==> config.mk <==
export PLATFORM = sky130hd
export DESIGN_NAME = muldiv_ctrl_flat
export DESIGN_NICKNAME = d
export VERILOG_FILES = /design/src/rtl/muldiv_pkg.sv /design/src/rtl/muldiv_if.sv /design/src/rtl/muldiv_timer.sv /design/src/rtl/muldiv_ctrl.sv /design/src/flat_wrapper.sv
export SDC_FILE = /design/constraint.sdc
export NUM_CORES = 1
export LEC_CHECK = 0
export BUFFER_PORTS_ARGS = -buffer_cell sky130_fd_sc_hd__buf_2
export CELL_PAD_IN_SITES_DETAIL_PLACEMENT = 1
export CELL_PAD_IN_SITES_GLOBAL_PLACEMENT = 1
export CORE_ASPECT_RATIO = 1.25
export CORE_MARGIN = 1.5
export CORE_UTILIZATION = 28
export CTS_BUF_LIST = sky130_fd_sc_hd__clkbuf_8
export CTS_CLUSTER_DIAMETER = 100
export DETAILED_ROUTE_END_ITERATION = 8
export PLACE_DENSITY_LB_ADDON = 0.1
export SETUP_SLACK_MARGIN = 0.02
export SLEW_MARGIN = 20
export SYNTH_ARGS = -nofsm -noshare
export SYNTH_HDL_FRONTEND = slang
export SYNTH_SLANG_ARGS = --single-unit
export TNS_END_PERCENT = 30
==> constraint.sdc <==
create_clock -name clk -period 1.7 [get_ports clk]
set_input_delay 0.085 -clock clk [delete_from_list [all_inputs] [get_ports clk]]
set_output_delay 0.085 -clock clk [all_outputs]
set_load 0.01 [all_outputs]
==> src/rtl/muldiv_pkg.sv <==
//------------------------------------------------------------------------------
// Module : muldiv_pkg
// Brief  : Shared types and constants for the multiply/divide sequencer.
// Rev    : 1.0  initial release
//------------------------------------------------------------------------------
`default_nettype none

package muldiv_pkg;

  typedef enum logic [1:0] {
    OP_MULT = 2'b00,
    OP_DIV  = 2'b01,
    OP_MTHI = 2'b10,
    OP_MTLO = 2'b11
  } op_e;

  typedef enum logic [1:0] {
    S_IDLE = 2'b00,
    S_MRUN = 2'b01,
    S_DRUN = 2'b10,
    S_CAPT = 2'b11
  } state_e;

  localparam int MULT_CYCLES_DFLT = 33;
  localparam int DIV_CYCLES_DFLT  = 33;
  localparam int TIMER_W          = 6;

endpackage

`default_nettype wire

==> src/rtl/muldiv_if.sv <==
//------------------------------------------------------------------------------
// Module : muldiv_if
// Brief  : Operation/read handshake between the control unit and muldiv_ctrl.
// Rev    : 1.0  initial release
//------------------------------------------------------------------------------
`default_nettype none

interface muldiv_if;
  import muldiv_pkg::*;

  logic        op_valid;
  op_e         op_code;
  logic [31:0] op_a;
  logic [31:0] op_b;
  logic        op_ready;
  logic        op_done;
  logic        exc_div0;
  logic        rd_req;
  logic        rd_sel;
  logic [31:0] rd_data;
  logic        stall;

  modport master (
    output op_valid, op_code, op_a, op_b, rd_req, rd_sel,
    input  op_ready, op_done, exc_div0, rd_data, stall
  );

  modport slave (
    input  op_valid, op_code, op_a, op_b, rd_req, rd_sel,
    output op_ready, op_done, exc_div0, rd_data, stall
  );

endinterface

`default_nettype wire

==> src/rtl/muldiv_timer.sv <==
//------------------------------------------------------------------------------
// Module : muldiv_timer
// Brief  : Loadable down-counter with zero flag, shared by both run states.
// Rev    : 1.0  initial release
//------------------------------------------------------------------------------
`default_nettype none

module muldiv_timer #(
  parameter int WIDTH = 6
) (
  input  logic             clk,
  input  logic             rst,
  input  logic             load,
  input  logic [WIDTH-1:0] load_val,
  input  logic             dec,
  output logic             zero
);

  logic [WIDTH-1:0] r_cnt;

  // Saturates at zero so a stray decrement can never wrap into a long run.
  always_ff @(posedge clk) begin
    if (!rst) begin
      r_cnt <= '0;
    end else if (load) begin
      r_cnt <= load_val;
    end else if (dec && (r_cnt != '0)) begin
      r_cnt <= r_cnt - 1'b1;
    end
  end

  assign zero = (r_cnt == '0);

endmodule

`default_nettype wire

==> src/rtl/muldiv_ctrl.sv <==
//------------------------------------------------------------------------------
// Module : muldiv_ctrl
// Brief  : Sequences the multi-cycle multiplier/divider and owns HI/LO.
// Rev    : 1.0  initial release
//------------------------------------------------------------------------------
`default_nettype none

module muldiv_ctrl
  import muldiv_pkg::*;
#(
  parameter int MULT_CYCLES = MULT_CYCLES_DFLT,
  parameter int DIV_CYCLES  = DIV_CYCLES_DFLT
) (
  input  logic        clk,
  input  logic        rst,
  muldiv_if.slave     bus,
  output logic        mult_start,
  input  logic        mult_end,
  input  logic [31:0] mult_hi,
  input  logic [31:0] mult_lo,
  output logic        div_start,
  input  logic        div_end,
  input  logic [31:0] div_hi,
  input  logic [31:0] div_lo,
  output logic        seq_err,
  output logic [31:0] hi,
  output logic [31:0] lo
);

  state_e              r_state;
  state_e              w_state_nxt;
  logic                r_unit_div;
  logic                r_end_seen;
  logic                r_seq_err;
  logic                r_mult_start;
  logic                r_div_start;
  logic                r_op_done;
  logic                r_exc_div0;
  logic                r_op_ready;
  logic [31:0]         r_hi;
  logic [31:0]         r_lo;

  logic                w_accept;
  logic                w_tmr_load;
  logic [TIMER_W-1:0]  w_tmr_val;
  logic                w_tmr_dec;
  logic                w_tmr_zero;
  logic                w_unit_nxt;
  logic                w_seen_nxt;
  logic                w_err_nxt;
  logic                w_mstart_nxt;
  logic                w_dstart_nxt;
  logic                w_done_nxt;
  logic                w_div0_nxt;
  logic [31:0]         w_hi_nxt;
  logic [31:0]         w_lo_nxt;

  muldiv_timer #(
    .WIDTH (TIMER_W)
  ) u_timer (
    .clk      (clk),
    .rst      (rst),
    .load     (w_tmr_load),
    .load_val (w_tmr_val),
    .dec      (w_tmr_dec),
    .zero     (w_tmr_zero)
  );

  assign w_accept = bus.op_valid && (r_state == S_IDLE);

  always_ff @(posedge clk) begin
    if (!rst) begin
      r_state <= S_IDLE;
    end else begin
      r_state <= w_state_nxt;
    end
  end

  always_comb begin
    w_state_nxt  = r_state;
    w_tmr_load   = 1'b0;
    w_tmr_val    = '0;
    w_tmr_dec    = 1'b0;
    w_unit_nxt   = r_unit_div;
    w_seen_nxt   = r_end_seen;
    w_err_nxt    = r_seq_err;
    w_mstart_nxt = r_mult_start;
    w_dstart_nxt = r_div_start;
    w_done_nxt   = 1'b0;
    w_div0_nxt   = 1'b0;
    w_hi_nxt     = r_hi;
    w_lo_nxt     = r_lo;

    case (r_state)
      S_IDLE: begin
        if (w_accept) begin
          case (bus.op_code)
            OP_MULT: begin
              w_state_nxt  = S_MRUN;
              w_tmr_load   = 1'b1;
              w_tmr_val    = TIMER_W'(MULT_CYCLES - 1);
              w_mstart_nxt = 1'b1;
              w_unit_nxt   = 1'b0;
              w_seen_nxt   = 1'b0;
            end
            OP_DIV: begin
              // Divide by zero is trapped here; the divider is never started.
              if (bus.op_b == 32'd0) begin
                w_div0_nxt = 1'b1;
              end else begin
                w_state_nxt  = S_DRUN;
                w_tmr_load   = 1'b1;
                w_tmr_val    = TIMER_W'(DIV_CYCLES - 1);
                w_dstart_nxt = 1'b1;
                w_unit_nxt   = 1'b1;
                w_seen_nxt   = 1'b0;
              end
            end
            OP_MTHI: begin
              w_hi_nxt   = bus.op_a;
              w_done_nxt = 1'b1;
            end
            OP_MTLO: begin
              w_lo_nxt   = bus.op_a;
              w_done_nxt = 1'b1;
            end
            default: ;
          endcase
        end
      end
      S_MRUN: begin
        w_seen_nxt = r_end_seen | mult_end;
        if (w_tmr_zero) begin
          w_mstart_nxt = 1'b0;
          w_state_nxt  = S_CAPT;
          if (!(r_end_seen | mult_end)) w_err_nxt = 1'b1;
        end else begin
          w_tmr_dec = 1'b1;
        end
      end
      S_DRUN: begin
        w_seen_nxt = r_end_seen | div_end;
        if (w_tmr_zero) begin
          w_dstart_nxt = 1'b0;
          w_state_nxt  = S_CAPT;
          if (!(r_end_seen | div_end)) w_err_nxt = 1'b1;
        end else begin
          w_tmr_dec = 1'b1;
        end
      end
      S_CAPT: begin
        w_hi_nxt    = r_unit_div ? div_hi : mult_hi;
        w_lo_nxt    = r_unit_div ? div_lo : mult_lo;
        w_done_nxt  = 1'b1;
        w_state_nxt = S_IDLE;
      end
      default: begin
        w_state_nxt = S_IDLE;
      end
    endcase
  end

  always_ff @(posedge clk) begin
    if (!rst) begin
      r_unit_div   <= 1'b0;
      r_end_seen   <= 1'b0;
      r_seq_err    <= 1'b0;
      r_mult_start <= 1'b0;
      r_div_start  <= 1'b0;
      r_op_done    <= 1'b0;
      r_exc_div0   <= 1'b0;
      r_op_ready   <= 1'b0;
      r_hi         <= '0;
      r_lo         <= '0;
    end else begin
      r_unit_div   <= w_unit_nxt;
      r_end_seen   <= w_seen_nxt;
      r_seq_err    <= w_err_nxt;
      r_mult_start <= w_mstart_nxt;
      r_div_start  <= w_dstart_nxt;
      r_op_done    <= w_done_nxt;
      r_exc_div0   <= w_div0_nxt;
      r_op_ready   <= (w_state_nxt == S_IDLE);
      r_hi         <= w_hi_nxt;
      r_lo         <= w_lo_nxt;
    end
  end

  // Start levels are masked by reset so an abort stops the units in that same cycle.
  assign mult_start   = r_mult_start & rst;
  assign div_start    = r_div_start & rst;
  assign seq_err      = r_seq_err;
  assign hi           = r_hi;
  assign lo           = r_lo;

  assign bus.op_ready = r_op_ready;
  assign bus.op_done  = r_op_done;
  assign bus.exc_div0 = r_exc_div0;
  assign bus.rd_data  = bus.rd_sel ? r_lo : r_hi;
  assign bus.stall    = (bus.op_valid | bus.rd_req) & ~r_op_ready;

endmodule

`default_nettype wire

==> src/flat_wrapper.sv <==
// flat-port wrapper written by rule: the top's interface ports become plain ports
module muldiv_ctrl_flat import muldiv_pkg::*;
#(
  parameter int MULT_CYCLES = MULT_CYCLES_DFLT,
  parameter int DIV_CYCLES  = DIV_CYCLES_DFLT
)
  (clk, rst, mult_start, mult_end, mult_hi, mult_lo, div_start, div_end, div_hi, div_lo, seq_err, hi, lo, bus_op_valid, bus_op_code, bus_op_a, bus_op_b, bus_rd_req, bus_rd_sel, bus_op_ready, bus_op_done, bus_exc_div0, bus_rd_data, bus_stall);
  muldiv_if bus_i ();
  input  logic clk;
  input  logic rst;
  output logic mult_start;
  input  logic mult_end;
  input  logic [31:0] mult_hi;
  input  logic [31:0] mult_lo;
  output logic div_start;
  input  logic div_end;
  input  logic [31:0] div_hi;
  input  logic [31:0] div_lo;
  output logic seq_err;
  output logic [31:0] hi;
  output logic [31:0] lo;
  input wire logic [$bits(bus_i.op_valid)-1:0] bus_op_valid;
  input wire logic [$bits(bus_i.op_code)-1:0] bus_op_code;
  input wire logic [$bits(bus_i.op_a)-1:0] bus_op_a;
  input wire logic [$bits(bus_i.op_b)-1:0] bus_op_b;
  input wire logic [$bits(bus_i.rd_req)-1:0] bus_rd_req;
  input wire logic [$bits(bus_i.rd_sel)-1:0] bus_rd_sel;
  output wire logic [$bits(bus_i.op_ready)-1:0] bus_op_ready;
  output wire logic [$bits(bus_i.op_done)-1:0] bus_op_done;
  output wire logic [$bits(bus_i.exc_div0)-1:0] bus_exc_div0;
  output wire logic [$bits(bus_i.rd_data)-1:0] bus_rd_data;
  output wire logic [$bits(bus_i.stall)-1:0] bus_stall;
  assign bus_i.op_valid = bus_op_valid;
  assign bus_i.op_code = bus_op_code;
  assign bus_i.op_a = bus_op_a;
  assign bus_i.op_b = bus_op_b;
  assign bus_i.rd_req = bus_rd_req;
  assign bus_i.rd_sel = bus_rd_sel;
  assign bus_op_ready = bus_i.op_ready;
  assign bus_op_done = bus_i.op_done;
  assign bus_exc_div0 = bus_i.exc_div0;
  assign bus_rd_data = bus_i.rd_data;
  assign bus_stall = bus_i.stall;
  muldiv_ctrl #(.MULT_CYCLES(MULT_CYCLES), .DIV_CYCLES(DIV_CYCLES)) u_core (.clk(clk), .rst(rst), .bus(bus_i), .mult_start(mult_start), .mult_end(mult_end), .mult_hi(mult_hi), .mult_lo(mult_lo), .div_start(div_start), .div_end(div_end), .div_hi(div_hi), .div_lo(div_lo), .seq_err(seq_err), .hi(hi), .lo(lo));
endmodule
==> results list, run 1 <==
- The run finished with clean final reports.
- The internal power of the cells totals 5.271 mW.
- After legalization and detailed placement, the total HPWL measured 13750 um.
- In the finished design, the share of the clock period the worst path needs comes to 0.9420.
- Global placement routability congestion: 0.8438
* Share of async-settable or async-resettable flops after synthesis: 0
* Measured slew at the worst slew-check pin: 378.3 ps
* Syn_nets: 754
- Measured against its own limit, the worst slew margin works out to 0.7470.
* Final setup violation count: 0
* Unrepaired setup endpoints after global routing: false
- In this run the tool buffered the top-level ports with 303 buffer cells.
* Sinks on the clock net: 80
- Crit Path Category: flop to flop
* Chip height: 149.2 um
- Startpoint of the worst-slack reg-to-reg timing path: u_core.r_state[1]
* Fraction of layout instances using a drive strength above 1: 0.4833
* Design area: 6810 um2
* Hold EP: u_core.seq_err
- Dominant cell type by area after synthesis: sky130_fd_sc_hd__dfxtp_1
* Relative contribution of sequential cells to total power: 0.325
* Post-synthesis sequential area ratio: 0.3346
- Count of endpoints failing hold in the final timing report: 0
- Among all cell types in the netlist, the one instantiated most often is sky130_fd_sc_hd__nor2_1.
* Core Area: 16780 um2
- P_sw: 3.864 mW
- Row count: 53
- The Yosys step of the flow raised 0 warnings.
- The worst register-to-register path has a setup slack of 100 ps.
* Endpoint arrival time on the critical path: 1850 ps
* Fin Clk Skew: 8.747 ps
* H-tree levels: 3
- Number of enable-type register cells in the synthesized netlist: 0
* Leftover overflow at the end of global routing: 0
* Number of antenna diodes: 0
- The first detailed-routing pass took 4 iterations.
* ANT nets after route: 0
* Register clock-pin slew on the reported worst setup and hold paths: 80 ps
- The endpoint identified for the worst register-to-register timing path is u_core.r_div_start.
- TritonCTS built the clock tree.
* Fill cell count: 2098
- Area added between synthesis and finish: 42.26%
- Ys flop type: sky130_fd_sc_hd__dfxtp_1
* Netlist area before placement: 4787 um2
- Power comes to 9.136 mW.
- In the post-synthesis netlist, the biggest area contributors are sky130_fd_sc_hd__dfxtp_1 (33%), sky130_fd_sc_hd__mux2i_1 (13%), sky130_fd_sc_hd__mux2_2 (7.5%).
- Ranked by instance count, the synthesized netlist is headed by sky130_fd_sc_hd__nor2_1 (81), sky130_fd_sc_hd__dfxtp_1 (80), sky130_fd_sc_hd__a21oi_1 (67), sky130_fd_sc_hd__mux2i_1 (64), sky130_fd_sc_hd__nand2_1 (38).
- Leak pwr: 3.151 nW
- Final Hold Slack: 39.96 ps
- The worst hold path passes through 2 cells.
- Sum of negative setup slack: 0 ps
- The number of global-route vias before repair is 5306.
* CTS Root Cell: sky130_fd_sc_hd__clkbuf_8
* Footprint of the flip-flops and latches: 1605 um2
- Largest fanout on the critical path: 10
- Summed over all layers, the routed wires come to 17660 um.
- The share of total power dissipated in the clock network is 0.145.
- Multi-input logic area: 2958 um2
- The path class of the tightest hold or removal check is primary input to flop.
- Data on the critical path is required at its endpoint by 1950 ps.
* Slew Viols, Final: 0
- Capturing element type of the critical path: flop
- After the last flow step, the layout net total stands at 1041.
- Count of state elements after synthesis: 80
- After detailed routing, the average wire length per cell comes to 16.66 um.
- Hold_buf cts: 0
- Pin count of the biggest net entering global routing: 49
- The floorplan step set the die width to 120.0 um.
* Instance area at placement: 6579 um2
- Longest Clk Path Bufs: 2
* Wire length of the first global-routing pass: 27150 um
* Clock buffer count from CTS: 9
* Initial antenna violation count: 0
* Type of origin of the critical path: flop
- Starting density of the core: 0.2853
- After synthesis, the netlist uses 53 different library cells.
- Fraction of power spent switching nets: 0.4230
- Subtracting the final worst setup slack from the clock period gives 1601 ps.
* Overall via count from detail_route: 5234
* Syn Inst Count: 548
- First DRT Iteration DRCs: 106
* Maximum clock frequency: 624.4 MHz
- I/O pin count: 304
- Drt drc: 0
* Area share of the largest cell type after synthesis: 0.3346
* Count of cells along the worst register-to-register path: 7
- Dividing total power by cell area gives a power density of 1341 nW/um2.
- The worst hold path begins at rst.
- After synthesis, the mean cell area works out to 8.736 um2.
- Of the total power, combinational logic draws 0.530.
- Max-cap violations in this run came to 0.
- Die ar.: 17900 um2
* Worst IR drop on VDD: 0.5225 mV
- The clock reaches the later pin of the worst-skew pair after 360 ps.
- After detailed routing, the number of vias per cell comes to 4.938.
- For this run, the total global-route usage over all layers was measured as 0.1909.
## power by group through the flow
stage                     combinational [mW]  clock (mW)  sequential (mW)
final                                   4.84        1.32             2.97
after CTS                               4.78        1.38             2.98
after floorplan                         2.83           0             3.12
after global routing                    5.36        1.47             3.06
after global placement                  4.66           0             2.99
after detailed placement                4.76           0             3.02
## per-stage QoR
stage,util,worst slack (ps),std cells
after floorplan,-,52.56,548
after global placement,0.3921,76.07,1044
after detailed placement,0.3921,24.45,1044
after CTS,0.4030,4.313,1060
after global routing,0.4059,21.21,1060
final,0.4059,98.55,1060
## registers in the layout, indices dropped and copies added, names as in the netlist, 2 cells and up
register              count
u_core.hi                32
u_core.lo                32
u_core.u_timer.r_cnt      6
u_core.r_state            2
## kinds of logic after synthesis
family                     after synthesis  synth area share
AOI/OAI and AO/OA                      157            0.2342
and+or+nand+nor                        152            0.1396
xor gates and xnor gates                 5          0.009148
buffers and inverters                   53           0.06038
DFF                                     80            0.3346
adders and majority gates                5           0.01307
muxes                                   96            0.2091
## placed cells by master, fill, tap and decap left out, types with 11 or more instances in the layout
cell type                  instances
sky130_fd_sc_hd__buf_2           303
sky130_fd_sc_hd__mux2i_1          64
sky130_fd_sc_hd__mux2_2           32
sky130_fd_sc_hd__dfxtp_1          79
sky130_fd_sc_hd__nor2_1           80
sky130_fd_sc_hd__nand2_1          38
sky130_fd_sc_hd__a211oi_1         20
sky130_fd_sc_hd__clkbuf_8         11
sky130_fd_sc_hd__a211o_1          32
sky130_fd_sc_hd__a21oi_1          67
sky130_fd_sc_hd__a211oi_2         14
## area by class of cell
| class | count | share of cell area |
|---|---|---|
| multi-input combinational | 415 | 0.4343 |
| tap | 220 | 0.04042 |
| sequential | 80 | 0.2357 |
| clock buffer | 11 | 0.02223 |
| inverter | 7 | 0.003858 |
| clock inverter | 5 | 0.004593 |
| timing repair buffer | 322 | 0.2589 |
## worst max path at each step
stage | start | to | slack (ps)
after floorplan | u_core.r_state[0] | u_core.hi[0] | 50
after global placement | u_core.u_timer.r_cnt[0] | u_core.u_timer.r_cnt[5] | 80
after detailed placement | u_core.r_state[1] | u_core.bus.op_ready | 20
after CTS | u_core.r_state[1] | u_core.bus.op_ready | 4
after global routing | u_core.u_timer.r_cnt[0] | u_core.bus.op_ready | 20
final | u_core.r_state[1] | u_core.r_div_start | 100
## repair_timing
action | in CTS | in global routing
setup buffers | 0 | 0
gates resized for setup | 0 | 14
setup endpoints to repair | 4 | 68
cloned | 0 | 0
endpoints found under the hold margin | 0 | 0
## worst max-delay path, stage by stage (launching register included)
cell and delay (ps):
sky130_fd_sc_hd__dfxtp_1 330, sky130_fd_sc_hd__inv_2 100, sky130_fd_sc_hd__ha_4 150, sky130_fd_sc_hd__buf_4 170
sky130_fd_sc_hd__and2_4 180, sky130_fd_sc_hd__nand2_4 70, sky130_fd_sc_hd__o211a_1 210, sky130_fd_sc_hd__o31a_1 280
## per-layer routing
| metal | share of wire | GRT usage |
|---|---|---|
| met1 | 0.40 | 0.2161 |
| met5 | 0 | 0 |
| met4 | 0.016 | 0.06488 |
| met2 | 0.53 | 0.3597 |
| met3 | 0.056 | 0.03058 |
Note: power is estimated with default switching activity, not from simulation.
==> run 2: changes to the inputs <==
--- a/config.mk
+++ b/config.mk
@@ -5,7 +5,7 @@
 export SDC_FILE = /design/constraint.sdc
 export NUM_CORES = 1
 export LEC_CHECK = 0
-export BUFFER_PORTS_ARGS = -buffer_cell sky130_fd_sc_hd__buf_2
+export BUFFER_PORTS_ARGS = -buffer_cell sky130_fd_sc_hd__buf_4
 export CELL_PAD_IN_SITES_DETAIL_PLACEMENT = 1
 export CELL_PAD_IN_SITES_GLOBAL_PLACEMENT = 1
 export CORE_ASPECT_RATIO = 1.25
==> results list, run 2 (synthesized netlist as in run 1, its figures left out) <==
* H-tree levels: 3 (unchanged)
- Remaining max-slew budget at the tightest pin: 0.6313 (-0.1157)
- The highest achievable clock rate was 620.5 MHz (-0.63%).
- For this design, the slowest cell found on the critical path is sky130_fd_sc_hd__dfxtp_1.
* Worst stage delay on the critical path: 340 ps (about the same)
* Crit-path cells: inv_1 > ha_1 > nor2b_2 > nand2_1 > o22ai_1 > a2bb2oi_2 > and3_1
* Worst path top cell family by delay: simple AND/OR/NAND/NOR gates
* Post-route setup slack: 88.43 ps (-10.11 ps)
- Fill cell count: 1958 (-6.7%)
- The power per standard cell area came to 1373 nW/um2 (+2.4%).
* Largest fanout on the critical path: 4 (-6)
* Endpoint arrival time on the critical path: 1880 ps (+30 ps)
- Most common library cell in the layout ignoring fill and taps: sky130_fd_sc_hd__buf_4
- Detailed-router iteration count before antenna repair: 4 (unchanged)
- Highest-count cells in the layout ignoring fill and taps: sky130_fd_sc_hd__buf_4 (316), sky130_fd_sc_hd__nor2_1 (81), sky130_fd_sc_hd__dfxtp_1 (79), sky130_fd_sc_hd__a21oi_1 (67), sky130_fd_sc_hd__mux2i_1 (64)
* Worst IR drop on VDD: 1.046 mV (+100%)
* I/O pin count: 304 (unchanged)
- Number of antenna diodes: 0 (unchanged)
* Capturing element type of the critical path: flop
* Quantity of I/O buffers inserted on ports: 303 (unchanged)
- The number of clock sinks is 80 (unchanged).
- Aggregate global-route resource usage: 0.2047 (+0.01380)
* ANT nets after route: 0 (unchanged)
- Result of the run: finished, final reports clean
* Clock network latency to the later pin of the worst-skew pair: 370 ps (about the same)
* Row count: 53 (unchanged)
- The final critical-path required period is 1612 ps (+10.11 ps).
- The overall routed net length is 19050 um (+7.9%).
* Vias in the first global route: 5490 (+3.5%)
- Overall power consumption: 10.59 mW (+16%)
* Die ar.: 17900 um2 (unchanged)
- Slew Viols, Final: 0 (unchanged)
* Number of max-cap violations: 0 (unchanged)
- The initial DRC count came to 130 (+23%).
- The final count of hold timing violations was 0 (unchanged).
* Crit Path Category: flop to flop
- Overall via count from detail_route: 5234 (unchanged)
* Clock buffer count from CTS: 9 (unchanged)
- Leak pwr: 3.394 nW (+7.7%)
- Fin Clk Skew: 6.213 ps (-2.534 ps)
- Data required time at the worst endpoint: 1970 ps (+20 ps)
* Multi-input logic area: 2963 um2 (+0.17%)
- The routability congestion estimate from global placement is 0.8355 (-0.98%).
- Register clock-pin slew on the reported worst setup and hold paths: 80 ps (about the same)
- The area growth from synthesis to layout is 61.13%.
- In this run the worst hold path is classified as primary input to flop.
- The DRC violations left is 0 (unchanged).
- The fraction of final layout cells sized beyond drive strength 1 is 0.4864 (+0.003025).
- The area used by sequential logic in the layout is 1605 um2 (unchanged).
- The total grt overflow was 0 (unchanged).
- The number of antenna violations at the first check in global routing was 0 (unchanged).
* Final critical-path share of the clock period: 0.9480 (+0.005949)
- The post-place setup slack is -29.16 ps (-53.61 ps).
- Wire length of the first global-routing pass: 28770 um (+5.9%)
- TritonCTS built the clock tree.
- The via density per instance was 4.924 (-0.28%).
- The buffer depth of the longest clock path is 2 (unchanged).
- Placed Cells: 1044 (unchanged)
- Average routed wire per standard cell: 17.92 um (+7.6%)
- STA classifies the critical path startpoint as a flop.
- Non-Filler Instances: 1063 (+0.28%)
* Number of nets at the end of the flow: 1044 (+0.29%)
* Unrepaired setup endpoints after global routing: true
- The largest net degree at the start of global routing was 50 (+2.0%).
* Instance area at placement: 7337 um2 (+12%)
- Final setup violation count: 0 (unchanged)
- Measured slew at the worst slew-check pin: 553.0 ps (+174.7 ps)
- In this run the clock root is driven by a sky130_fd_sc_hd__clkbuf_8.
- Chip height: 149.2 um (unchanged)
- Core Area: 16780 um2 (unchanged)
* Design area: 7714 um2 (+13%)
- The count of buffer and inverter cells on the critical path was 1 (-1).
- Starting density of the core: 0.2853 (unchanged)
- The overall die width is 120.0 um (unchanged).
- Final Hold Slack: 75.31 ps (+35.36 ps)
* Post-DP HPWL: 14680 um (+6.7%)
## run 2: cell types whose count changed in the layout (fill, tap and decap cells not counted), moves of 3 or more
| cell | change |
|---|---|
| sky130_fd_sc_hd__clkinv_2 | -3 |
| sky130_fd_sc_hd__buf_4 | +306 |
| sky130_fd_sc_hd__buf_2 | -303 |
| sky130_fd_sc_hd__a211oi_2 | +4 |
| sky130_fd_sc_hd__a211oi_1 | -4 |
| sky130_fd_sc_hd__bufinv_16 | +5 |
## run 2: path summary, 6_finish.rpt
path                              end  depth (start not counted)                     from  slack [ps]
setup / recovery  u_core.bus.op_ready                          7  u_core.u_timer.r_cnt[0]          90
hold / removal     u_core.bus.op_done                          3           bus_op_code[1]          80
setup reg to reg  u_core.bus.op_ready                          7  u_core.u_timer.r_cnt[0]          90
hold reg to reg         u_core.hi[29]                          2            u_core.hi[29]         480
## run 2: metal layers
metal / vias to the layer above / share of wire / track usage
li1: 2569 / - / -
met1: 2465 / 0.38 / 0.2215
met2: 179 / 0.55 / 0.3923
met3: 21 / 0.060 / 0.03746
met4: 0 / 0.017 / 0.07440
met5: - / 0 / 0
## run 2: worst min-delay path, cell delays in order
cell and delay [ps]:
sky130_fd_sc_hd__buf_4 100, sky130_fd_sc_hd__a31oi_1 70, sky130_fd_sc_hd__nor3_1 130
## run 2: area by class of cell
| cell class | instances | share of cell area |
|---|---|---|
| multi-input combinational | 415 | 0.3841 |
| timing repair buffer | 325 | 0.3296 |
| sequential | 80 | 0.2081 |
| tap | 220 | 0.03569 |
| clock buffer | 11 | 0.01963 |
| clock inverter | 5 | 0.01946 |
| inverter | 7 | 0.003406 |
## run 2: repair_timing
| action | in CTS | in global routing |
|---|---|---|
| gates cloned | 0 | 0 |
| hold buffers | 1 | 0 |
| pin swaps | 1 | 0 |
| endpoints found under the hold margin | 2 | 0 |
| setup endpoints to repair | 12 | 28 |
| setup buffers | 2 | 0 |
| resized for setup | 2 | 10 |
## run 2: stage by stage
stage          utilization  setup TNS (ps)
2_1_floorplan            -               0
3_3_place_gp        0.4373               0
3_5_place_dp        0.4373          -47.27
4_1_cts             0.4572               0
5_1_grt             0.4598          -3.858
6_report            0.4598               0
## run 2: report_power, final
| group | internal [mW] | switching (mW) |
|---|---|---|
| Sequential | 2.48 | 0.522 |
| Combinational | 2.74 | 2.76 |
| Clock | 1.35 | 0.740 |
| Total | 6.57 | 4.02 |
==> run 3: changes to the inputs <==
==> constraint.sdc (replaced) <==
create_clock -name clk -period 1.3 [get_ports clk]
set_input_delay 0.065 -clock clk [delete_from_list [all_inputs] [get_ports clk]]
set_output_delay 0.065 -clock clk [all_outputs]
set_load 0.01 [all_outputs]
==> results list, run 3 (synthesized netlist as in run 1, its figures left out) <==
- Result of the run: finished with violations
- Failing checks: setup timing
* Area added between synthesis and finish: 81.73%
* CTS Root Cell: sky130_fd_sc_hd__clkbuf_8
- The residual antenna-violating net count after detailed routing came to 0 (unchanged).
* Sinks on the clock net: 80 (unchanged)
- The placeable core region was 16780 um2 (unchanged).
* Number of nets at the end of the flow: 1107 (+6.0%)
* Endpoint arrival time on the critical path: 1820 ps (-60 ps)
* Detailed-router iteration count before antenna repair: 4 (unchanged)
* Number of antenna diodes: 0 (unchanged)
* Final Util: 0.5185 (+0.05877)
* Slew Viols, Final: 0 (unchanged)
- Row count: 53 (unchanged)
- The number of max-cap violations came to 0 (unchanged).
* Count of endpoints failing hold in the final timing report: 0 (unchanged)
- Final Hold Slack: 111.6 ps (+36.32 ps)
- Fraction of power spent switching nets: 0.3899 (+0.01019)
- The quantity of I/O buffers inserted on ports is 303 (unchanged).
- Pin count of the biggest net entering global routing: 47 (-6.0%)
- Final setup violation count: 79 (+79)
* Overall power consumption: 15.51 mW (+46%)
- The number of cells on the worst hold path was 3 (unchanged).
* P_sw: 6.045 mW (+50%)
* Initial antenna violation count: 0 (unchanged)
- Internal Power: 9.461 mW (+44%)
- Count of cells along the worst register-to-register path: 8 (+1)
- Final critical-path share of the clock period: 1.206 (+0.2585)
- The number of global-route vias before repair came to 5891 (+7.3%).
- Post-DP HPWL: 15280 um (+4.1%)
- The initial DRC count is 149 (+15%).
- The number of buffers created by CTS is 9 (unchanged).
- Longest Clk Path Bufs: 2 (unchanged)
* Die ar.: 17900 um2 (unchanged)
- The DRC violations left is 0 (unchanged).
- The effective utilization at floorplan is 0.2853 (unchanged).
* Combinational cell fraction of total power: 0.610 (+0.091)
* Clock network power share: 0.136 (-0.062)
- The maximum fanout along the worst path is 5 (+1).
* Global placement routability congestion: 0.7835 (-6.2%)
- The highest achievable clock rate is 637.6 MHz (+2.8%).
- Type of origin of the critical path: flop
* Type of the most critical hold path: primary input to flop
* Crit Path Category: flop to flop
- The average wire per cell in the routed design came to 18.52 um (+3.3%).
- Aggregate global-route resource usage: 0.2126 (+0.007938)
* Dpl ws: -318.9 ps (-289.7 ps)
- The setup slack after layout is -268.4 ps (-356.8 ps).
- Clock network latency to the later pin of the worst-skew pair: 370 ps (about the same)
- Register clock-pin slew on the reported worst setup and hold paths: 80 ps (about the same)
- The overall routed net length is 20830 um (+9.3%).
- The standby leakage power is 3.847 nW (+13%).
- Non-Filler Instances: 1125 (+5.8%)
* Placed Cells: 1086 (+4.0%)
* Capturing element type of the critical path: flop
* Most common library cell in the layout ignoring fill and taps: sky130_fd_sc_hd__buf_4
- Chip height: 149.2 um (unchanged)
* Fin crit period: 1568 ps (-43.20 ps)
- In the layout the commonest cells are sky130_fd_sc_hd__buf_4 (349), sky130_fd_sc_hd__dfxtp_1 (75), sky130_fd_sc_hd__nor2_1 (65), sky130_fd_sc_hd__mux2i_1 (64), sky130_fd_sc_hd__a21oi_1 (57).
- Wire length of the first global-routing pass: 30220 um (+5.1%)
* Unrepaired setup endpoints after global routing: true
- The fraction of final layout cells sized beyond drive strength 1 came to 0.5856 (+0.09928).
- Worst IR drop on VDD: 0.9450 mV (-9.6%)
* Post-DR vias/cell: 4.982 (+1.2%)
- The total grt overflow was 0 (unchanged).
* Areal power density over the cells: 1782 nW/um2 (+30%)
- Relative contribution of sequential cells to total power: 0.254 (-0.029)
- Design area: 8700 um2 (+13%)
- The detailed-route via count was 5605 (+7.1%).
- Instance area at placement: 7791 um2 (+6.2%)
- The overall die width was 120.0 um (unchanged).
- TritonCTS built the clock tree.
- The top-level I/O count came to 304 (unchanged).
- The aggregate negative setup slack came to -14100 ps (-14100 ps).
- Data required time at the worst endpoint: 1550 ps (-420 ps)
- The H-tree depth came to 3 (unchanged).
- The worst slew margin relative to its limit is 0.7527 (+0.1214).
- Measured slew at the worst slew-check pin: 369.7 ps (-183.3 ps)
- The worst clock skew was 8.941 ps (+2.728 ps).
==> run 3: cell count changes in the layout (fill, tap and decap cells not counted), sizes merged <==
cell	delta
buf	+57
clkbuf	+6
bufinv	-3
clkinv	+1
inv	+1
==> run 3: cell type report <==
type / count / area (um2)
well taps: 220 / 275.3
clock buffers: 11 / 151.4
inverters: 7 / 33.78
clock inverters: 4 / 68.82
repair buffers: 388 / 3298
flip-flops and latches: 80 / 1613
fillers: 1936 / 8078
multi-input cells: 415 / 3259
==> run 3: final timing paths <==
kind / startpoint / end / slack [ps]
worst max-delay path: u_core.r_state[0] / u_core.u_timer.r_cnt[2] / -270
worst min-delay path: bus_op_code[1] / u_core.bus.op_done / 110
worst max register to register: u_core.r_state[0] / u_core.u_timer.r_cnt[2] / -270
worst min register to register: u_core.hi[9] / u_core.hi[9] / 480
==> run 3: routing by layer <==
metal  track usage  vias up  wire length, um
li1              -     2696                -
met1        0.2278     2694             7926
met2        0.4123      191            11340
met3       0.03670       24             1167
met4       0.07679        0              400
met5             0        -                0
==> run 3: what timing repair did <==
| action | CTS | global route |
|---|---|---|
| endpoints found under the hold margin | 3 | 0 |
| hold buffers | 1 | 0 |
| cloned | 2 | 7 |
| setup endpoints to repair | 80 | 80 |
| pin swaps | 23 | 18 |
| resized for setup | 45 | 43 |
| setup buffers | 5 | 9 |
==> run 3: worst max-delay path, stage by stage (launching register included) <==
cell	delay, ps
sky130_fd_sc_hd__dfxtp_4	390
sky130_fd_sc_hd__inv_6	50
sky130_fd_sc_hd__ha_4	290
sky130_fd_sc_hd__buf_6	90
sky130_fd_sc_hd__a21boi_4	230
sky130_fd_sc_hd__buf_4	140
sky130_fd_sc_hd__nand2_1	60
sky130_fd_sc_hd__xor2_1	140
sky130_fd_sc_hd__nor2_1	60
==> run 3: power groups by stage <==
stage	Clock, mW	Sequential [mW]	Combinational, mW
2_1_floorplan	0	4.09	3.91
3_3_place_gp	0	3.91	7.66
3_5_place_dp	0	3.96	7.87
4_1_cts	2.18	3.92	8.40
5_1_grt	2.28	4.04	10.1
6_report	2.11	3.94	9.46
